`src/rtl/exec_pkg.sv`:
```
// exec_pkg: shared types for the multi-cycle execute stage.
//   op_e    - 4-bit operation codes (14/15 unassigned, treated as NOP)
//   FLAG_*  - bit positions inside the {C,N,Z} flag register
//   state_e - multiplier sequencer state
package exec_pkg;

  typedef enum logic [3:0] {
    OP_NOP  = 4'd0,
    OP_ADD  = 4'd1,
    OP_SUB  = 4'd2,
    OP_AND  = 4'd3,
    OP_OR   = 4'd4,
    OP_NOT  = 4'd5,
    OP_INC  = 4'd6,
    OP_DEC  = 4'd7,
    OP_SHL  = 4'd8,
    OP_SHR  = 4'd9,
    OP_MUL  = 4'd10,
    OP_SETC = 4'd11,
    OP_CLRC = 4'd12,
    OP_MOV  = 4'd13
  } op_e;

  localparam int FLAG_Z = 0;
  localparam int FLAG_N = 1;
  localparam int FLAG_C = 2;

  typedef enum logic {
    IDLE = 1'b0,
    BUSY = 1'b1
  } state_e;

endpackage

```
`src/rtl/mul_seq.sv`:
```
// mul_seq: unsigned shift-add multiplier, one partial product per cycle.
//   clk, rst_n  - clock, asynchronous active-low reset
//   start       - latch a/b and begin (honoured only when idle)
//   a, b        - operands
//   kill        - abandon the multiply in flight
//   busy        - registered: a multiply is in progress
//   done        - this cycle performs the final step (not killed)
//   prod        - product value being written on this edge; valid with done
module mul_seq
  import exec_pkg::*;
#(
  parameter int WIDTH = 16
) (
  input  logic               clk,
  input  logic               rst_n,
  input  logic               start,
  input  logic [WIDTH-1:0]   a,
  input  logic [WIDTH-1:0]   b,
  input  logic               kill,
  output logic               busy,
  output logic               done,
  output logic [2*WIDTH-1:0] prod
);

  localparam int CW = $clog2(WIDTH);

  state_e              r_state;
  state_e              w_state_next;
  logic [CW-1:0]       r_count;
  logic [WIDTH-1:0]    r_mcand;
  // {accumulator, remaining multiplier bits}; shifts right every step
  logic [2*WIDTH-1:0]  r_prod;
  logic [WIDTH-1:0]    w_addend;
  logic [WIDTH:0]      w_sum;
  logic [2*WIDTH-1:0]  w_prod_next;
  logic                w_last;

  assign w_addend    = r_prod[0] ? r_mcand : '0;
  assign w_sum       = {1'b0, r_prod[2*WIDTH-1:WIDTH]} + {1'b0, w_addend};
  assign w_prod_next = {w_sum, r_prod[WIDTH-1:1]};
  assign w_last      = (r_state == BUSY) && (r_count == CW'(WIDTH - 1));

  assign busy = (r_state == BUSY);
  assign done = w_last && !kill;
  assign prod = w_prod_next;

  always_comb begin
    w_state_next = r_state;
    case (r_state)
      IDLE:    if (start) w_state_next = BUSY;
      BUSY:    if (kill || w_last) w_state_next = IDLE;
      default: w_state_next = IDLE;
    endcase
  end

  always_ff @(posedge clk or negedge rst_n) begin
    if (!rst_n) r_state <= IDLE;
    else        r_state <= w_state_next;
  end

  always_ff @(posedge clk or negedge rst_n) begin
    if (!rst_n) begin
      r_count <= '0;
      r_mcand <= '0;
      r_prod  <= '0;
    end else if (r_state == IDLE) begin
      if (start) begin
        r_count <= '0;
        r_mcand <= a;
        r_prod  <= {{WIDTH{1'b0}}, b};
      end
    end else begin
      r_count <= r_count + 1'b1;
      r_prod  <= w_prod_next;
    end
  end

endmodule

```
`src/rtl/exec_unit_mc.sv`:
```
// exec_unit_mc: execute stage with registered results/flags, a multi-cycle
// multiplier with stall handshake, flag set/clear ops and pipeline flush.
//   clk, rst_n        - clock, asynchronous active-low reset
//   inValid, op       - instruction strobe and op_e code
//   aluSrc            - 0: in1 = readData1, 1: in1 = immediateValue
//   readData1/2       - register operands (readData2 is in2)
//   immediateValue    - immediate; low SHW bits are the shift amount
//   flush             - kill the in-flight / same-cycle instruction
//   stall             - multiplier busy, upstream must hold
//   outValid          - one-cycle pulse per completed instruction
//   aluResult/Hi      - result (Hi = product high half, 0 otherwise)
//   flags             - registered {C,N,Z}
module exec_unit_mc
  import exec_pkg::*;
#(
  parameter int WIDTH = 16,
  parameter int SHW   = $clog2(WIDTH)
) (
  input  logic             clk,
  input  logic             rst_n,
  input  logic             inValid,
  input  logic [3:0]       op,
  input  logic             aluSrc,
  input  logic [WIDTH-1:0] readData1,
  input  logic [WIDTH-1:0] readData2,
  input  logic [WIDTH-1:0] immediateValue,
  input  logic             flush,
  output logic             stall,
  output logic             outValid,
  output logic [WIDTH-1:0] aluResult,
  output logic [WIDTH-1:0] aluResultHi,
  output logic [2:0]       flags
);

  op_e                w_op;
  logic [WIDTH-1:0]   w_in1;
  logic [WIDTH-1:0]   w_in2;
  logic [SHW-1:0]     w_shamt;
  logic               w_accept;
  logic               w_mul_busy;
  logic               w_mul_done;
  logic [2*WIDTH-1:0] w_prod;
  logic [WIDTH:0]     w_shl;
  logic [WIDTH:0]     w_shr;
  logic [WIDTH-1:0]   w_res;
  logic               w_c;
  logic               w_upd_zn;

  logic               r_out_valid;
  logic [WIDTH-1:0]   r_result;
  logic [WIDTH-1:0]   r_result_hi;
  logic [2:0]         r_flags;

  localparam logic [WIDTH:0] ONE = (WIDTH + 1)'(1);

  assign w_op     = op_e'(op);
  assign w_in1    = aluSrc ? immediateValue : readData1;
  assign w_in2    = readData2;
  assign w_shamt  = immediateValue[SHW-1:0];
  assign w_accept = inValid && !w_mul_busy && !flush;

  // Widened shifts: the extra bit catches the last bit shifted out
  assign w_shl = {1'b0, w_in1} << w_shamt;
  assign w_shr = {w_in1, 1'b0} >> w_shamt;

  mul_seq #(.WIDTH(WIDTH)) u_mul (
    .clk   (clk),
    .rst_n (rst_n),
    .start (w_accept && (w_op == OP_MUL)),
    .a     (w_in1),
    .b     (w_in2),
    .kill  (flush),
    .busy  (w_mul_busy),
    .done  (w_mul_done),
    .prod  (w_prod)
  );

  always_comb begin
    w_res    = '0;
    w_c      = r_flags[FLAG_C];
    w_upd_zn = 1'b1;
    case (w_op)
      OP_ADD:  {w_c, w_res} = {1'b0, w_in1} + {1'b0, w_in2};
      OP_SUB:  {w_c, w_res} = {1'b0, w_in1} - {1'b0, w_in2};
      OP_AND:  w_res = w_in1 & w_in2;
      OP_OR:   w_res = w_in1 | w_in2;
      OP_NOT:  w_res = ~w_in1;
      OP_MOV:  w_res = w_in1;
      OP_INC:  {w_c, w_res} = {1'b0, w_in1} + ONE;
      OP_DEC:  {w_c, w_res} = {1'b0, w_in1} - ONE;
      OP_SHL: begin
        w_res = w_in1;
        if (w_shamt != '0) {w_c, w_res} = w_shl;
      end
      OP_SHR: begin
        w_res = w_in1;
        if (w_shamt != '0) {w_res, w_c} = w_shr;
      end
      OP_SETC: begin
        w_c      = 1'b1;
        w_upd_zn = 1'b0;
      end
      OP_CLRC: begin
        w_c      = 1'b0;
        w_upd_zn = 1'b0;
      end
      default: w_upd_zn = 1'b0;
    endcase
  end

  always_ff @(posedge clk or negedge rst_n) begin
    if (!rst_n) begin
      r_out_valid <= 1'b0;
      r_result    <= '0;
      r_result_hi <= '0;
      r_flags     <= '0;
    end else if (w_mul_done) begin
      r_out_valid     <= 1'b1;
      r_result        <= w_prod[WIDTH-1:0];
      r_result_hi     <= w_prod[2*WIDTH-1:WIDTH];
      r_flags[FLAG_Z] <= ~|w_prod;
      r_flags[FLAG_N] <= w_prod[WIDTH-1];
      r_flags[FLAG_C] <= |w_prod[2*WIDTH-1:WIDTH];
    end else if (w_accept && (w_op != OP_MUL)) begin
      r_out_valid     <= 1'b1;
      r_result        <= w_res;
      r_result_hi     <= '0;
      r_flags[FLAG_C] <= w_c;
      if (w_upd_zn) begin
        r_flags[FLAG_Z] <= (w_res == '0);
        r_flags[FLAG_N] <= w_res[WIDTH-1];
      end
    end else begin
      r_out_valid <= 1'b0;
    end
  end

  assign stall       = w_mul_busy;
  assign outValid    = r_out_valid;
  assign aluResult   = r_result;
  assign aluResultHi = r_result_hi;
  assign flags       = r_flags;

endmodule

```
`config.mk`:
```
export PLATFORM = sky130hd
export DESIGN_NAME = exec_unit_mc
export DESIGN_NICKNAME = d
export VERILOG_FILES = /design/src/rtl/exec_pkg.sv /design/src/rtl/mul_seq.sv /design/src/rtl/exec_unit_mc.sv
export SDC_FILE = /design/constraint.sdc
export NUM_CORES = 1
export LEC_CHECK = 0
export CORE_MARGIN = 2
export CORE_UTILIZATION = 55
export DETAILED_ROUTE_END_ITERATION = 7
export GPL_TIMING_DRIVEN = 0
export PLACE_DENSITY = 0.79
export SYNTH_ARGS = -nofsm -noshare
export SYNTH_HDL_FRONTEND = slang
export SYNTH_SLANG_ARGS = --single-unit
```
`constraint.sdc`:
```
create_clock -name clk -period 3.7 [get_ports clk]
set_input_delay 0.37 -clock clk [delete_from_list [all_inputs] [get_ports clk]]
set_output_delay 0.37 -clock clk [all_outputs]
set_load 0.005 [all_outputs]
```
Word level (Yosys, flattened, before mapping). Cells that the tools add are included.

Flip-flop bits (word level): 89. Bits of input ports: 57.

Equality and inequality tests: 17. Add/subtract/negate cells: 6. Reduce and logical (&&, ||, !) cells: 22. Bitwise logic cells: 4. Mux-type cells: 25. Shift-type cells: 2.

Operators with widths (number): $pmux W16 S10 (1); $mux W16 (8); $mux W32 (2); $add A16 B16 Y17 (2); $reduce_or A32 Y1 (1); $eq A4 B4 Y1 const B (7); $add A16 B1 Y17 const B (1); $shl A16 B4 Y17 (1); $shr A17 B4 Y17 (1); $sub A16 B1 Y17 const B (1); $sub A16 B16 Y17 (1); $and A16 B16 Y16 (1); $eq A4 B3 Y1 const B (4); $logic_not A16 Y1 (1); $not A16 Y16 (1); $or A16 B16 Y16 (1); $reduce_or A16 Y1 (1); $reduce_or A10 Y1 (1); $reduce_bool A9 Y1 (1); $eq A4 B2 Y1 const B (2); $mux W4 (2); $pmux W1 S8 (1); $mux W1 (7); $logic_and A1 B1 Y1 (6); other kinds (14) (21).

Longest topological paths before layout.
Depth after elaboration: 8. Mapped depth: 18.

By module. From an unflattened synthesis, not the netlist that was laid out.

Cell total of the unflattened synthesis: 1359. Area, all modules: 11168.2 µm².

Modules (own cells, without submodules): exec_unit_mc (cells each 1046, area each 7996.4 µm², instances 1); mul_seq (cells each 313, area each 3171.8 µm², instances 1).

Worst setup path before layout. OpenSTA, ideal clock, no wires.

Kind: input -> register. Start: in immediateValue[0]. End: reg r_flags[0], in the netlist flags[0]. Setup slack: -0.229 ns. Required time: 3.634 ns. Data arrival time: 3.863 ns. Cell stages on the path: 16. Path through: buf_2 buf_4 buf_2 mux2i_1 inv_1 ha_1 a21o_1 a41oi_1 o21ai_1 o31ai_1 o21ai_0 a221o_1 a2111oi_2 nand4_1 nor4_1 a31o_1.

Cells in the longest elaborated chain, start to end: 8.

RTL lines: start, declared (RTL line exec_unit_mc.sv:26) `input logic [WIDTH-1:0] immediateValue,`; $mux W16 (*) (RTL line exec_unit_mc.sv:57) `assign w_in1 = aluSrc ? immediateValue : readData1;`; named net u_mul.a[0] (RTL line mul_seq.sv:17) `input logic [WIDTH-1:0] a,`; branches (longest 2 deep; another with $sub A16 B1 Y17); $pmux W16 S10 (*) (RTL line exec_unit_mc.sv:82) `case (w_op)`; $logic_not A16 Y1 (*) (RTL line exec_unit_mc.sv:130) `r_flags[FLAG_Z] <= (w_res == '0);`; $mux W2 (*) (RTL line exec_unit_mc.sv:129) `if (w_upd_zn) begin`; $mux W3 (*) (RTL line exec_unit_mc.sv:124) `end else if (w_accept && (w_op != OP_MUL)) begin`; $mux W3 (*) (RTL line exec_unit_mc.sv:117) `end else if (w_mul_done) begin`; end signal, assigned by index (RTL line exec_unit_mc.sv:123) `r_flags[FLAG_C] <= |w_prod[2*WIDTH-1:WIDTH];`; end signal, assigned by index (RTL line exec_unit_mc.sv:130); end signal, assigned by index (RTL line exec_unit_mc.sv:131) `r_flags[FLAG_N] <= w_res[WIDTH-1];`; end, declared (RTL line exec_unit_mc.sv:52) `logic [2:0] r_flags;`.

Mark *: on every way through the listed nets, which the timed path passes. The select of a mux whose other input is x is not followed. A chain may end at the register's enable or synchronous reset.

Worst setup path after layout.
Start: in readData1[1]. End: reg r_flags[0], in the netlist flags[0].

Cells in the longest elaborated chain, start to end: 8.

RTL lines: start, declared (RTL line exec_unit_mc.sv:24) `input logic [WIDTH-1:0] readData1,`; $mux W16 (*) (RTL line exec_unit_mc.sv:57); named net u_mul.a[1] (RTL line mul_seq.sv:17); branches (longest 2 deep; another with $sub A16 B1 Y17); $pmux W16 S10 (*) (RTL line exec_unit_mc.sv:82); $logic_not A16 Y1 (*) (RTL line exec_unit_mc.sv:130); $mux W2 (*) (RTL line exec_unit_mc.sv:129); $mux W3 (*) (RTL line exec_unit_mc.sv:124); $mux W3 (*) (RTL line exec_unit_mc.sv:117).

Marks and branches as above.

==> impl_metrics.json <==
{
  "grt_pass1_vias": 11300,
  "cap_violations": 0,
  "synth_edf_count": 0,
  "path_cells": "clkdlybuf4s50_1, buf_8, nor2b_4, nor2_4, inv_4, ha_4, nand4b_1, a222oi_1, buf_4, and3_4, o211ai_1, a21boi_1, a311oi_2, o211ai_1, or2_1, nor4_2, a31o_1",
  "r2r_start": "u_mul.r_prod[0]",
  "num_rows": 51,
  "synthSimpleGateAreaFrac": 0.228,
  "cts_tree": "built",
  "wirelength_um": 47100,
  "ir_drop_uv": 232,
  "port_buffers": 86,
  "antenna_found_initial": 1,
  "violations": "setup timing",
  "synth.area.top_cells": "dfrtp_1 21%, ha_1 8.8%, mux4_2 7.1%",
  "crit_top_cell": "o211ai_1",
  "timing.final.crit_share": 1.07,
  "die_area_um2": 20800,
  "die_w_um": 144,
  "synthDominantCellAreaShare": 0.206,
  "initial_core_util": 0.557,
  "post_drt_wl_per_cell_um": 26.5,
  "vias": 12500,
  "finalSetupViolCount": 3,
  "crit_type": "primary input to register",
  "nNetsFinal": 1642,
  "grt_max_degree": 58,
  "skew_ns": 0.0127,
  "arrival_ns": 4.25,
  "crit_path_start_kind": "primary input",
  "dp.final_hpwl_um": 35300,
  "io_pins": 94,
  "mappedNetlistNets": 1500,
  "core_area_um2": 19400,
  "drv_slew": 0,
  "netlist_instances": 1364,
  "critical_path_required_ns": 3.98,
  "r2r_cells": 13,
  "synthArstFlopShare": 1.00,
  "synth-main-ff-cell": "dfrtp_1",
  "layout_setup_ws_ns": -0.268,
  "groute.usage.overall": 0.442,
  "cts-htree-levels": 3,
  "synth_area_leader_cell": "dfrtp_1",
  "yosysMostFrequentCell": "nand2_1",
  "worstHoldPathType": "register to register",
  "synth.area.mux_share": 0.120,
  "grt_pass1_wl_um": 68800,
  "area_delta_synth_final_pct": 25.1,
  "min_to": "aluResultHi[0]",
  "outcome": "complete, but fails checks",
  "ys_types": 94,
  "tightest_slew_ns": 1.29,
  "clock_sinks": 89,
  "ys_top_cells_by_count": "165 x nand2_1, 113 x nor2_1, 109 x o21ai_0, 90 x a21oi_1, 89 x dfrtp_1",
  "max_stage_delay_ns": 0.51,
  "globalplace.congestion": 1.08,
  "regToRegSetupSlack_ns": -0.06,
  "min_path_cells": 2,
  "synth_seq_cells": 89,
  "antenna_cells": 0,
  "cts_buffers": 9,
  "fin_crit_ns": 3.97,
  "post-route-util": 0.697,
  "timing.max_slew.rel_slack": 0.130,
  "synth-xor-area-share": 0.0227,
  "drtIter0Drc": 1836,
  "die_h_um": 144,
  "placed_area_um2": 12100,
  "drc": 0,
  "clk_latency_ns": 0.35,
  "drtPass1Iterations": 7,
  "regToRegEndpoint": "flags[0]",
  "synth_compound_area_frac": 0.263,
  "seq_area_frac_synth": 0.206,
  "syn-cell-area_um2": 10800,
  "cts_root_buf": "clkbuf_16",
  "synth_top_family_by_area": "compound AO/OA/AOI/OAI gates",
  "worst-path-buf-inv": 4,
  "fin_area_um2": 13500,
  "vias_per_cell": 7.02,
  "fin_hold_ws_ns": 0.479,
  "synth-adder-area-share": 0.0935,
  "cts_buffer_depth": 2,
  "timing.fmax_mhz": 252,
  "crit_family": "compound AO/OA/AOI/OAI gates",
  "drive_gt1_frac": 0.183,
  "tns_ns": -0.300,
  "ant_nets": 0,
  "grt_setup_unrepaired": "yes",
  "grt_overflow_total": 0,
  "synth_warnings": 0,
  "path_max_fanout": 10,
  "finalHoldViolCount": 0,
  "power_density_nw_per_um2": 358,
  "p_leak_nw": 5.54,
  "slowest_stage": "clkdlybuf4s50_1",
  "cp-end-kind": "register",
  "holdCritStartpoint": "aluResultHi[0]",
  "synth.avg_cell_area_um2": 7.93,
  "clkTransAtPathRegs_ns": 0.06
}
worst reg2reg max path, stage by stage, from the launching register on:
cell and delay [ns]:
dfrtp_2 0.43, and2_4 0.18, ha_4 0.14, inv_2 0.04
fa_2 0.35, nor2b_2 0.13, o31a_1 0.22, a21oi_2 0.08
or4_4 0.52, or4_4 0.43, or4_4 0.45, nor4b_4 0.37
a32o_2 0.25, a31o_1 0.11
flip-flops by register name, summed over array words and instances (netlist names):
signal and cells:
u_mul.r_prod 32, aluResultHi 16, aluResult 16, u_mul.r_mcand 16, u_mul.r_count 4, flags 3, outValid 1, u_mul.busy 1
worst max path at each step:
stage | from | end | slack (ns) | cells past startpoint
3_5_place_dp | aluSrc | flags[0] | -1.70 | 16
2_1_floorplan | aluSrc | flags[0] | 0.02 | 17
6_report | readData1[1] | flags[0] | -0.27 | 17
5_1_grt | readData1[1] | flags[0] | -0.33 | 17
3_3_place_gp | aluSrc | flags[0] | -1.77 | 16
4_1_cts | readData1[1] | flags[0] | -0.06 | 17
placed cells by master, fill, tap and decap left out, types with 9 or more instances in the layout:
master,n
o211ai_1,20
clkbuf_1,51
clkdlybuf4s50_1,78
o21ai_0,104
clkbuf_16,9
a22o_1,15
buf_2,13
mux4_2,34
nand2_1,163
o22ai_1,14
nand2b_1,13
a31oi_1,16
nor4_1,11
nand3_1,24
inv_2,11
and2_1,21
inv_1,46
ha_1,65
xnor2_1,22
nor2_1,110
mux2i_4,12
a21o_1,10
buf_6,9
buf_4,47
a21oi_1,84
dfrtp_1,88
nor2b_1,26
nand4_1,13
a22oi_1,20
mux2i_1,32
clkbuf_2,16
nor3_1,32
a211oi_1,14
cells by family after synthesis:
group,after synthesis
compound gates,424
mux,85
simple gates,494
xor+xnor,28
fa+ha+maj,79
buf+inv,165
flops,89
layer usage:
| metal | part of all wire | global-route usage |
|---|---|---|
| met1 | 0.36 | 0.555 |
| met2 | 0.45 | 0.703 |
| met3 | 0.11 | 0.0785 |
| met4 | 0.074 | 0.283 |
| met5 | 0.00025 | 0 |
report_power, final:
part           leakage (nW)  internal (mW)  switching (mW)
clock network         0.140          0.499           0.399
registers              1.14           1.21           0.230
logic                  4.26           1.06            1.44
stage by stage:
| stage | cells | total power, mW | setup slack (ns) |
|---|---|---|---|
| floorplan | 1364 | 2.76 | 0.0172 |
| global placement | 1715 | 3.44 | -1.77 |
| detailed placement | 1716 | 3.50 | -1.70 |
| CTS | 1755 | 4.57 | -0.0603 |
| global route | 1776 | 5.07 | -0.329 |
| finish | 1776 | 4.84 | -0.268 |
timing repair:
action | 4_1_cts | 5_1_grt
buffers inserted | 25 | 23
endpoints found under the hold margin | 22 | 0
gates resized for setup | 116 | 84
endpoints found under the setup margin | 17 | 5
pin swaps | 23 | 44
hold buffers | 1 | 0
layout make-up:
| class | instances | area [µm²] |
|---|---|---|
| fill | 1638 | 5870 |
| tap | 265 | 332 |
| clock buffer | 12 | 256 |
| timing repair buffer | 136 | 1280 |
| inverter | 61 | 234 |
| buffer | 99 | 582 |
| clock inverter | 4 | 33.8 |
| multi-input combinational | 1110 | 8580 |
| sequential | 89 | 2230 |
(Power assumes the default switching activity.)
